**config.mk**
```make
export PLATFORM = sky130hd
export DESIGN_NAME = spi_manchester_rx
export DESIGN_NICKNAME = d
export VERILOG_FILES = /design/src/rtl/spi_manchester_rx.sv
export SDC_FILE = /design/constraint.sdc
export NUM_CORES = 1
export LEC_CHECK = 0
export BUFFER_PORTS_ARGS = -buffer_cell sky130_fd_sc_hd__buf_2
export CORE_MARGIN = 3
export CORE_UTILIZATION = 50
export DETAILED_ROUTE_END_ITERATION = 7
export PLACE_DENSITY = 0.7
export SLEW_MARGIN = 20
export SYNTH_ARGS = -nofsm -noshare
export SYNTH_HDL_FRONTEND = slang
export SYNTH_SLANG_ARGS = --single-unit
```
**constraint.sdc**
```tcl
create_clock -name clk -period 1.8 [get_ports clk]
set_input_delay 0.09 -clock clk [delete_from_list [all_inputs] [get_ports clk]]
set_output_delay 0.09 -clock clk [all_outputs]
set_load 0.01 [all_outputs]
```
**src/rtl/spi_manchester_rx.sv**
```systemverilog
// spi_manchester_rx: serial byte receiver with half-cell bit decoding.
// Samples data/enable/forwarded clock through synchronizers, decodes
// bit pairs (1 = high,low ; 0 = low,high), assembles words LSB-first and
// presents them on a valid/ready handshake. Flags code, frame and overrun
// errors as 1-cycle pulses.
// Optional macro SPI_RX_PARITY_EN: adds a trailing even-parity bit and a
// parity_err output.
module spi_manchester_rx #(
  parameter int DATA_W      = 8,
  parameter int SYNC_STAGES = 2
) (
  input  logic              clk,
  input  logic              rst,
  input  logic              in,
  input  logic              en_in,
  input  logic              clk_in,
  output logic [DATA_W-1:0] out_data,
  output logic              out_valid,
  input  logic              out_ready,
  output logic              code_err,
  output logic              frame_err,
  output logic              overrun
`ifdef SPI_RX_PARITY_EN
  ,
  output logic              parity_err
`endif
);
  localparam int CW = $clog2(DATA_W + 1);

  typedef enum logic [2:0] {
    S_IDLE, S_HALF1, S_HALF2, S_DONE, S_HUNT, S_PAR1, S_PAR2
  } state_e;

  logic [SYNC_STAGES-1:0] in_sync_q, en_sync_q, ck_sync_q;
  logic                   ck_prev_q;
  logic                   in_s, en_s, ck_s, sclk_rise;

  state_e            state_q, state_d;
  logic [CW-1:0]     bit_cnt_q, bit_cnt_d;
  logic              h0_q, h0_d;
  logic [DATA_W-1:0] shreg_q, shreg_d;
  logic [DATA_W-1:0] out_data_q, out_data_d;
  logic              out_valid_q, out_valid_d;
  logic              code_err_q, code_err_d;
  logic              frame_err_q, frame_err_d;
  logic              overrun_q, overrun_d;
`ifdef SPI_RX_PARITY_EN
  logic              parity_err_q, parity_err_d;
`endif

  assign in_s      = in_sync_q[SYNC_STAGES-1];
  assign en_s      = en_sync_q[SYNC_STAGES-1];
  assign ck_s      = ck_sync_q[SYNC_STAGES-1];
  assign sclk_rise = ck_s & ~ck_prev_q;

  // Input synchronizer chains plus previous synced clock for edge detection
  always_ff @(posedge clk or posedge rst) begin
    if (rst) begin
      in_sync_q <= '0;
      en_sync_q <= '0;
      ck_sync_q <= '0;
      ck_prev_q <= 1'b0;
    end else begin
      in_sync_q <= {in_sync_q[SYNC_STAGES-2:0], in};
      en_sync_q <= {en_sync_q[SYNC_STAGES-2:0], en_in};
      ck_sync_q <= {ck_sync_q[SYNC_STAGES-2:0], clk_in};
      ck_prev_q <= ck_s;
    end
  end

  // Decoder FSM next-state, word assembly, handshake and error pulses
  always_comb begin
    state_d     = state_q;
    bit_cnt_d   = bit_cnt_q;
    h0_d        = h0_q;
    shreg_d     = shreg_q;
    out_data_d  = out_data_q;
    out_valid_d = out_valid_q;
    code_err_d  = 1'b0;
    frame_err_d = 1'b0;
    overrun_d   = 1'b0;
`ifdef SPI_RX_PARITY_EN
    parity_err_d = 1'b0;
`endif
    // Consumer acceptance; a word loaded in DONE below overrides this
    if (out_valid_q && out_ready) out_valid_d = 1'b0;

    case (state_q)
      S_IDLE: begin
        bit_cnt_d = '0;
        if (en_s && sclk_rise) begin
          h0_d    = in_s;
          state_d = S_HALF2;
        end
      end
      S_HALF1: begin
        if (!en_s) begin
          // Between words (nothing received yet) an enable drop is legal
          frame_err_d = (bit_cnt_q != '0);
          bit_cnt_d   = '0;
          state_d     = S_IDLE;
        end else if (sclk_rise) begin
          h0_d    = in_s;
          state_d = S_HALF2;
        end
      end
      S_HALF2: begin
        if (!en_s) begin
          frame_err_d = 1'b1;
          bit_cnt_d   = '0;
          state_d     = S_IDLE;
        end else if (sclk_rise) begin
          if (in_s == h0_q) begin
            code_err_d = 1'b1;
            bit_cnt_d  = '0;
            state_d    = S_HUNT;
          end else begin
            for (int i = 0; i < DATA_W; i++)
              if (bit_cnt_q == CW'(i)) shreg_d[i] = h0_q;
            bit_cnt_d = bit_cnt_q + CW'(1);
            if (bit_cnt_q == CW'(DATA_W - 1))
`ifdef SPI_RX_PARITY_EN
              state_d = S_PAR1;
`else
              state_d = S_DONE;
`endif
            else
              state_d = S_HALF1;
          end
        end
      end
`ifdef SPI_RX_PARITY_EN
      S_PAR1: begin
        if (!en_s) begin
          frame_err_d = 1'b1;
          bit_cnt_d   = '0;
          state_d     = S_IDLE;
        end else if (sclk_rise) begin
          h0_d    = in_s;
          state_d = S_PAR2;
        end
      end
      S_PAR2: begin
        if (!en_s) begin
          frame_err_d = 1'b1;
          bit_cnt_d   = '0;
          state_d     = S_IDLE;
        end else if (sclk_rise) begin
          if (in_s == h0_q) begin
            code_err_d = 1'b1;
            bit_cnt_d  = '0;
            state_d    = S_HUNT;
          end else if ((^shreg_q) ^ h0_q) begin
            // Odd total 1-count: drop the word
            parity_err_d = 1'b1;
            bit_cnt_d    = '0;
            state_d      = S_HUNT;
          end else begin
            state_d = S_DONE;
          end
        end
      end
`endif
      S_DONE: begin
        if (!out_valid_q || out_ready) begin
          out_data_d  = shreg_q;
          out_valid_d = 1'b1;
        end else begin
          overrun_d = 1'b1;
        end
        bit_cnt_d = '0;
        state_d   = en_s ? S_HALF1 : S_IDLE;
      end
      S_HUNT: begin
        bit_cnt_d = '0;
        if (!en_s) state_d = S_IDLE;
      end
      default: begin
        bit_cnt_d = '0;
        state_d   = S_IDLE;
      end
    endcase
  end

  // State and output registers
  always_ff @(posedge clk or posedge rst) begin
    if (rst) begin
      state_q     <= S_IDLE;
      bit_cnt_q   <= '0;
      h0_q        <= 1'b0;
      shreg_q     <= '0;
      out_data_q  <= '0;
      out_valid_q <= 1'b0;
      code_err_q  <= 1'b0;
      frame_err_q <= 1'b0;
      overrun_q   <= 1'b0;
`ifdef SPI_RX_PARITY_EN
      parity_err_q <= 1'b0;
`endif
    end else begin
      state_q     <= state_d;
      bit_cnt_q   <= bit_cnt_d;
      h0_q        <= h0_d;
      shreg_q     <= shreg_d;
      out_data_q  <= out_data_d;
      out_valid_q <= out_valid_d;
      code_err_q  <= code_err_d;
      frame_err_q <= frame_err_d;
      overrun_q   <= overrun_d;
`ifdef SPI_RX_PARITY_EN
      parity_err_q <= parity_err_d;
`endif
    end
  end

  assign out_data  = out_data_q;
  assign out_valid = out_valid_q;
  assign code_err  = code_err_q;
  assign frame_err = frame_err_q;
  assign overrun   = overrun_q;
`ifdef SPI_RX_PARITY_EN
  assign parity_err = parity_err_q;
`endif

endmodule

```
==> flow_summary.ini, run 1 <==
[outcome]
status = finished, final reports clean

[run]
maxCapViolCount = 0

[routing]
wl_per_cell_um = 13.7
firstDrtPassIters = 4
ant_nets = 0
drcViolationCount = 0
num_vias = 1011
via_per_inst = 5.18
drtIter0Drc = 26
drt_wl_total_um = 2670

[sta]
skew_ns = 0.0108
period_needed_ns = 1.67
setup_viol_count_final = 0
worst_slew_pin_slew_ns = 0.430
hold_violations = 0
tns_ns = 0
period_share_pct = 92.8
rsz0062_at_grt = no
maxSlewHeadroom_pct = 71.2
holdWs_ns = 0.0346
slew_viol_final = 0
fmax_ghz = 0.599

[floorplanning]
start_util_pct = 54.5
io-pin-count = 18
rows = 19
coreArea_mm2 = 0.00288
die_y_um = 62.0
die_w_um = 62.0
design.die.area_mm2 = 0.00385

[cells_and_area]
final_common_cell = dfrtp_1
regArea_um2 = 877
final_cells = 195
finalInstanceArea_mm2 = 0.00180
syn_to_final_growth_pct = 14.9
final_core_util_pct = 62.7
multi_input_area_um2 = 642
nets = 162
layout_common_cells = dfrtp_1, buf_2, mux2_2, nand2_1, nor2_1
nFillCells = 251
drive_gt1_share_pct = 33.3
n_antenna_cell = 0

[place]
postPlaceCellArea_mm2 = 0.00171
io_buffer_count = 17
place_hpwl_um = 1880
gp_congestion = 0.800
dp.cells = 183

[synthesis]
yosys.area.top_type = dfrtp_1
synth_edf_count = 0
postSynthCellCount = 124
synth_flop_cell = dfrtp_1
syn-num-nets = 134
netlist_area_mm2 = 0.00157
seq_area_frac_synth_pct = 55.8
ys_top_cells_by_area = dfrtp_1, mux2_2, ha_1
synth-seq-cells = 35
avgSynthCellArea_um2 = 12.7
synth_top_area_share_pct = 55.8
ys_types = 33
async_flop_share_pct = 100
synth_warnings = 0

[setup_path]
critical_path_required_ns = 2.02
cp_slowest_cell = dfrtp_1
path_buf_inv = 0
critical_path.max_stage_delay_ns = 0.44
crit_type = flop to flop
endpoint_kind = flop
crit_chain = nand4bb_4 -> nor4b_4 -> nand3_1 -> mux2_1
arrival_ns = 1.89
startpoint_type = flop
path_max_fanout = 7
cp_top_family = simple AND/OR/NAND/NOR gates

[global_routing]
antenna_found_initial = 0
grt_use_total_pct = 15.8
gr-total-overflow = 0
grt_pass1_wl_um = 4360
grt_start_max_net_pins = 36
grt_pass1_vias = 989

[clocking]
cts_made_buffers = 5
cts_setup_buffers = 0
path_clk_slew_ns = 0.10
clk_latency_ns = 0.33
ctsLongestPathBuffers = 2
cts.sinks = 35
clockRootBuffer = clkbuf_4
htreeDepth = 2
cts_tree = built

[min_path]
min_path_type = input pin to flop

[power]
vdd_drop_max_v = 0.000512
leakagePower_nw = 0.864
powerDensity_mw_per_mm2 = 984
==> state kept, by name (all words and copies together) (netlist names) <==
name / flops
shreg_q: 8
code_err: 1
ck_prev_q: 1
out_valid: 1
in_sync_q: 2
overrun: 1
en_sync_q: 2
ck_sync_q: 2
frame_err: 1
bit_cnt_q: 4
state_q: 3
out_data: 8
h0_q: 1
==> area by class of cell <==
class	instances	share of cell area [%]
Clock inverter	1	0.278
Clock buffer	7	2.50
Tap cell	42	2.91
Sequential cell	35	48.6
Timing Repair Buffer	26	9.02
Multi-Input combinational cell	79	35.6
Inverter	5	1.04
==> worst min-delay path: cells and delay by family <==
kind                   cells  cell delay, ns
buffers and inverters      1            0.07
AND/OR/NAND/NOR            2            0.17
==> power by group <==
part           switching [mW]  internal [mW]
sequential             0.0824          0.857
clock                   0.248          0.152
combinational           0.236          0.199
total                   0.566           1.21
==> repair_timing <==
action                                  in CTS  in global routing
hold endpoints to repair                    38                  0
endpoints found under the setup margin       0                  9
hold buffers                                 4                  0
gates resized for setup                      0                  2
==> cell families after synthesis <==
group / synth area share [%]
adder cells (fa/ha/maj): 3.19
flip-flops: 55.8
XOR/XNOR: 1.75
buffers and inverters: 3.35
AO/OA/AOI/OAI: 6.46
AND/OR/NAND/NOR: 16.0
multiplexers: 13.5
==> Yosys cell counts, types with 2 or more instances <==
| cell type | n |
|---|---|
| a21oi_1 | 3 |
| buf_2 | 3 |
| dfrtp_1 | 35 |
| ha_1 | 4 |
| inv_1 | 5 |
| mux2_1 | 2 |
| mux2_2 | 15 |
| mux2i_1 | 2 |
| nand2_1 | 10 |
| nand2b_1 | 3 |
| nand3_1 | 6 |
| nand4_1 | 3 |
| nor2_1 | 8 |
| nor2b_1 | 3 |
| nor3_1 | 3 |
| o21ai_0 | 2 |
==> per-layer routing <==
metal	global-route usage, %	routed length [um]	up-vias
li1	-	-	488
met3	3.72	119	5
met5	0	0	-
met2	25.1	1290	28
met4	8.18	51	0
met1	20.1	1200	490
==> per-stage QoR <==
stage               power [mW]  setup WS, ns
floorplan                 1.27         0.211
global placement          1.37         0.109
detailed placement        1.38       0.00576
CTS                       1.78       0.00212
global route              1.87        0.0414
finish                    1.77         0.130
==> final timing paths <==
path | start | cells past startpoint | to | slack [ns]
max | state_q[0] | 4 | shreg_q[6] | 0.13
min | out_ready | 3 | overrun | 0.03
max reg2reg | state_q[0] | 4 | shreg_q[6] | 0.13
min reg2reg | en_sync_q[0] | 0 | en_sync_q[1] | 0.35
max in group asynchronous | rst | 4 | state_q[1] | 1.10
min in group asynchronous | rst | 4 | out_data[3] | 0.38
(Power assumes the default switching activity.)
==> inputs of run 2 (changes only) <==
Settings changed: CORE_ASPECT_RATIO set to 0.9.
==> flow_summary.ini, run 2 (synthesis gave the netlist of run 1 again) <==
[global_routing]
antenna_found_initial = 0
gr-total-overflow = 0
grt_pass1_vias = 1029
grt_start_max_net_pins = 24
grt_pass1_wl_um = 4620
grt_use_total_pct = 16.5

[cells_and_area]
syn_to_final_growth_pct = 16.7
regArea_um2 = 877
nFillCells = 241
finalInstanceArea_mm2 = 0.00183
nets = 162
layout_common_cells = dfrtp_1, buf_2, mux2_2, nand2_1, nor2_1
multi_input_area_um2 = 642
drive_gt1_share_pct = 34.0
final_common_cell = dfrtp_1
n_antenna_cell = 0

[routing]
drtIter0Drc = 25
firstDrtPassIters = 4
drcViolationCount = 0
num_vias = 1014
drt_wl_total_um = 2670
via_per_inst = 5.25
ant_nets = 0
wl_per_cell_um = 13.8

[setup_path]
endpoint_kind = flop
r2r_start = state_q[2]
critPathLaunch = state_q[2]
crit_type = flop to flop
path_max_fanout = 7
critical_path_required_ns = 2.04
startpoint_type = flop
arrival_ns = 1.88

[sta]
hold_violations = 0
period_needed_ns = 1.63
rsz0062_at_grt = no
fmax_ghz = 0.612
maxSlewHeadroom_pct = 62.8
worst_slew_pin_slew_ns = 0.558
worst_slack_ns = 0.167
slew_viol_final = 0
period_share_pct = 90.7
tns_ns = 0
skew_ns = 0.0110
setup_viol_count_final = 0

[place]
gp_congestion = 0.804
io_buffer_count = 17
preCtsSetupSlack_ns = 0.0527
place_hpwl_um = 1870
postPlaceCellArea_mm2 = 0.00172

[floorplanning]
coreArea_mm2 = 0.00286
io-pin-count = 18
start_util_pct = 54.9
design.die.area_mm2 = 0.00385
die_w_um = 65.1
die_y_um = 59.1
rows = 18

[outcome]
status = finished, final reports clean

[clocking]
cts_setup_buffers = 0
clk_latency_ns = 0.35
cts_tree = built
htreeDepth = 2
cts.sinks = 35
clockRootBuffer = clkbuf_4
path_clk_slew_ns = 0.11
cts_made_buffers = 5
ctsLongestPathBuffers = 2

[power]
vdd_drop_max_v = 0.000751
leakagePower_nw = 0.878
powerDensity_mw_per_mm2 = 1010

[min_path]
min_path_type = input pin to flop
hold_start = out_ready

[run]
maxCapViolCount = 0
-- run 2: worst max-delay path, stage by stage (launching register included) --
cell and delay, ns:
dfrtp_1 0.46, nand4bb_4 0.32, nor4b_4 0.31, nand3_1 0.13, mux2_1 0.31
-- run 2: layout make-up --
class,instances,area share [%]
Sequential cell,35,47.9
Multi-Input combinational cell,79,35.0
Timing Repair Buffer,26,9.56
Clock buffer,8,3.76
Tap cell,40,2.73
Inverter,5,1.02
-- run 2: repair_timing --
| item | in CTS | in global routing |
|---|---|---|
| resized for setup | 0 | 2 |
| hold buffers | 4 | 0 |
| hold endpoints to repair | 15 | 0 |
| setup endpoints to repair | 0 | 10 |
-- run 2: worst paths after layout --
path | slack (ns) | cells past startpoint | end
min | 0.02 | 3 | overrun
max reg2reg | 0.17 | 4 | shreg_q[6]
max in group asynchronous | 0.95 | 4 | bit_cnt_q[0]
min reg2reg | 0.36 | 0 | in_sync_q[1]
max | 0.17 | 4 | shreg_q[6]
min in group asynchronous | 0.33 | 3 | shreg_q[7]
-- run 2: per-layer routing --
metal	GRT usage, %	wire length, um	vias up
met3	5.12	134	8
met1	20.2	1230	495
met2	24.9	1220	23
li1	-	-	488
met4	11.5	85	0
met5	0	0	-
-- run 2: per-stage QoR --
step / util, % / power, mW / hold slack [ns] / std cells
floorplan: - / 1.27 / 0.121 / 124
global placement: 60.1 / 1.37 / 0.155 / 181
detailed placement: 60.1 / 1.38 / 0.164 / 181
CTS: 64.0 / 1.87 / 0.00951 / 193
global route: 64.0 / 1.96 / 0.0417 / 193
finish: 64.0 / 1.86 / 0.0161 / 193
-- run 2: power breakdown --
group	switching [mW]	leakage [nW]	total [mW]	internal, mW
combinational	0.236	0.374	0.438	0.202
sequential	0.0776	0.465	0.935	0.857
clock	0.255	0.0386	0.484	0.230
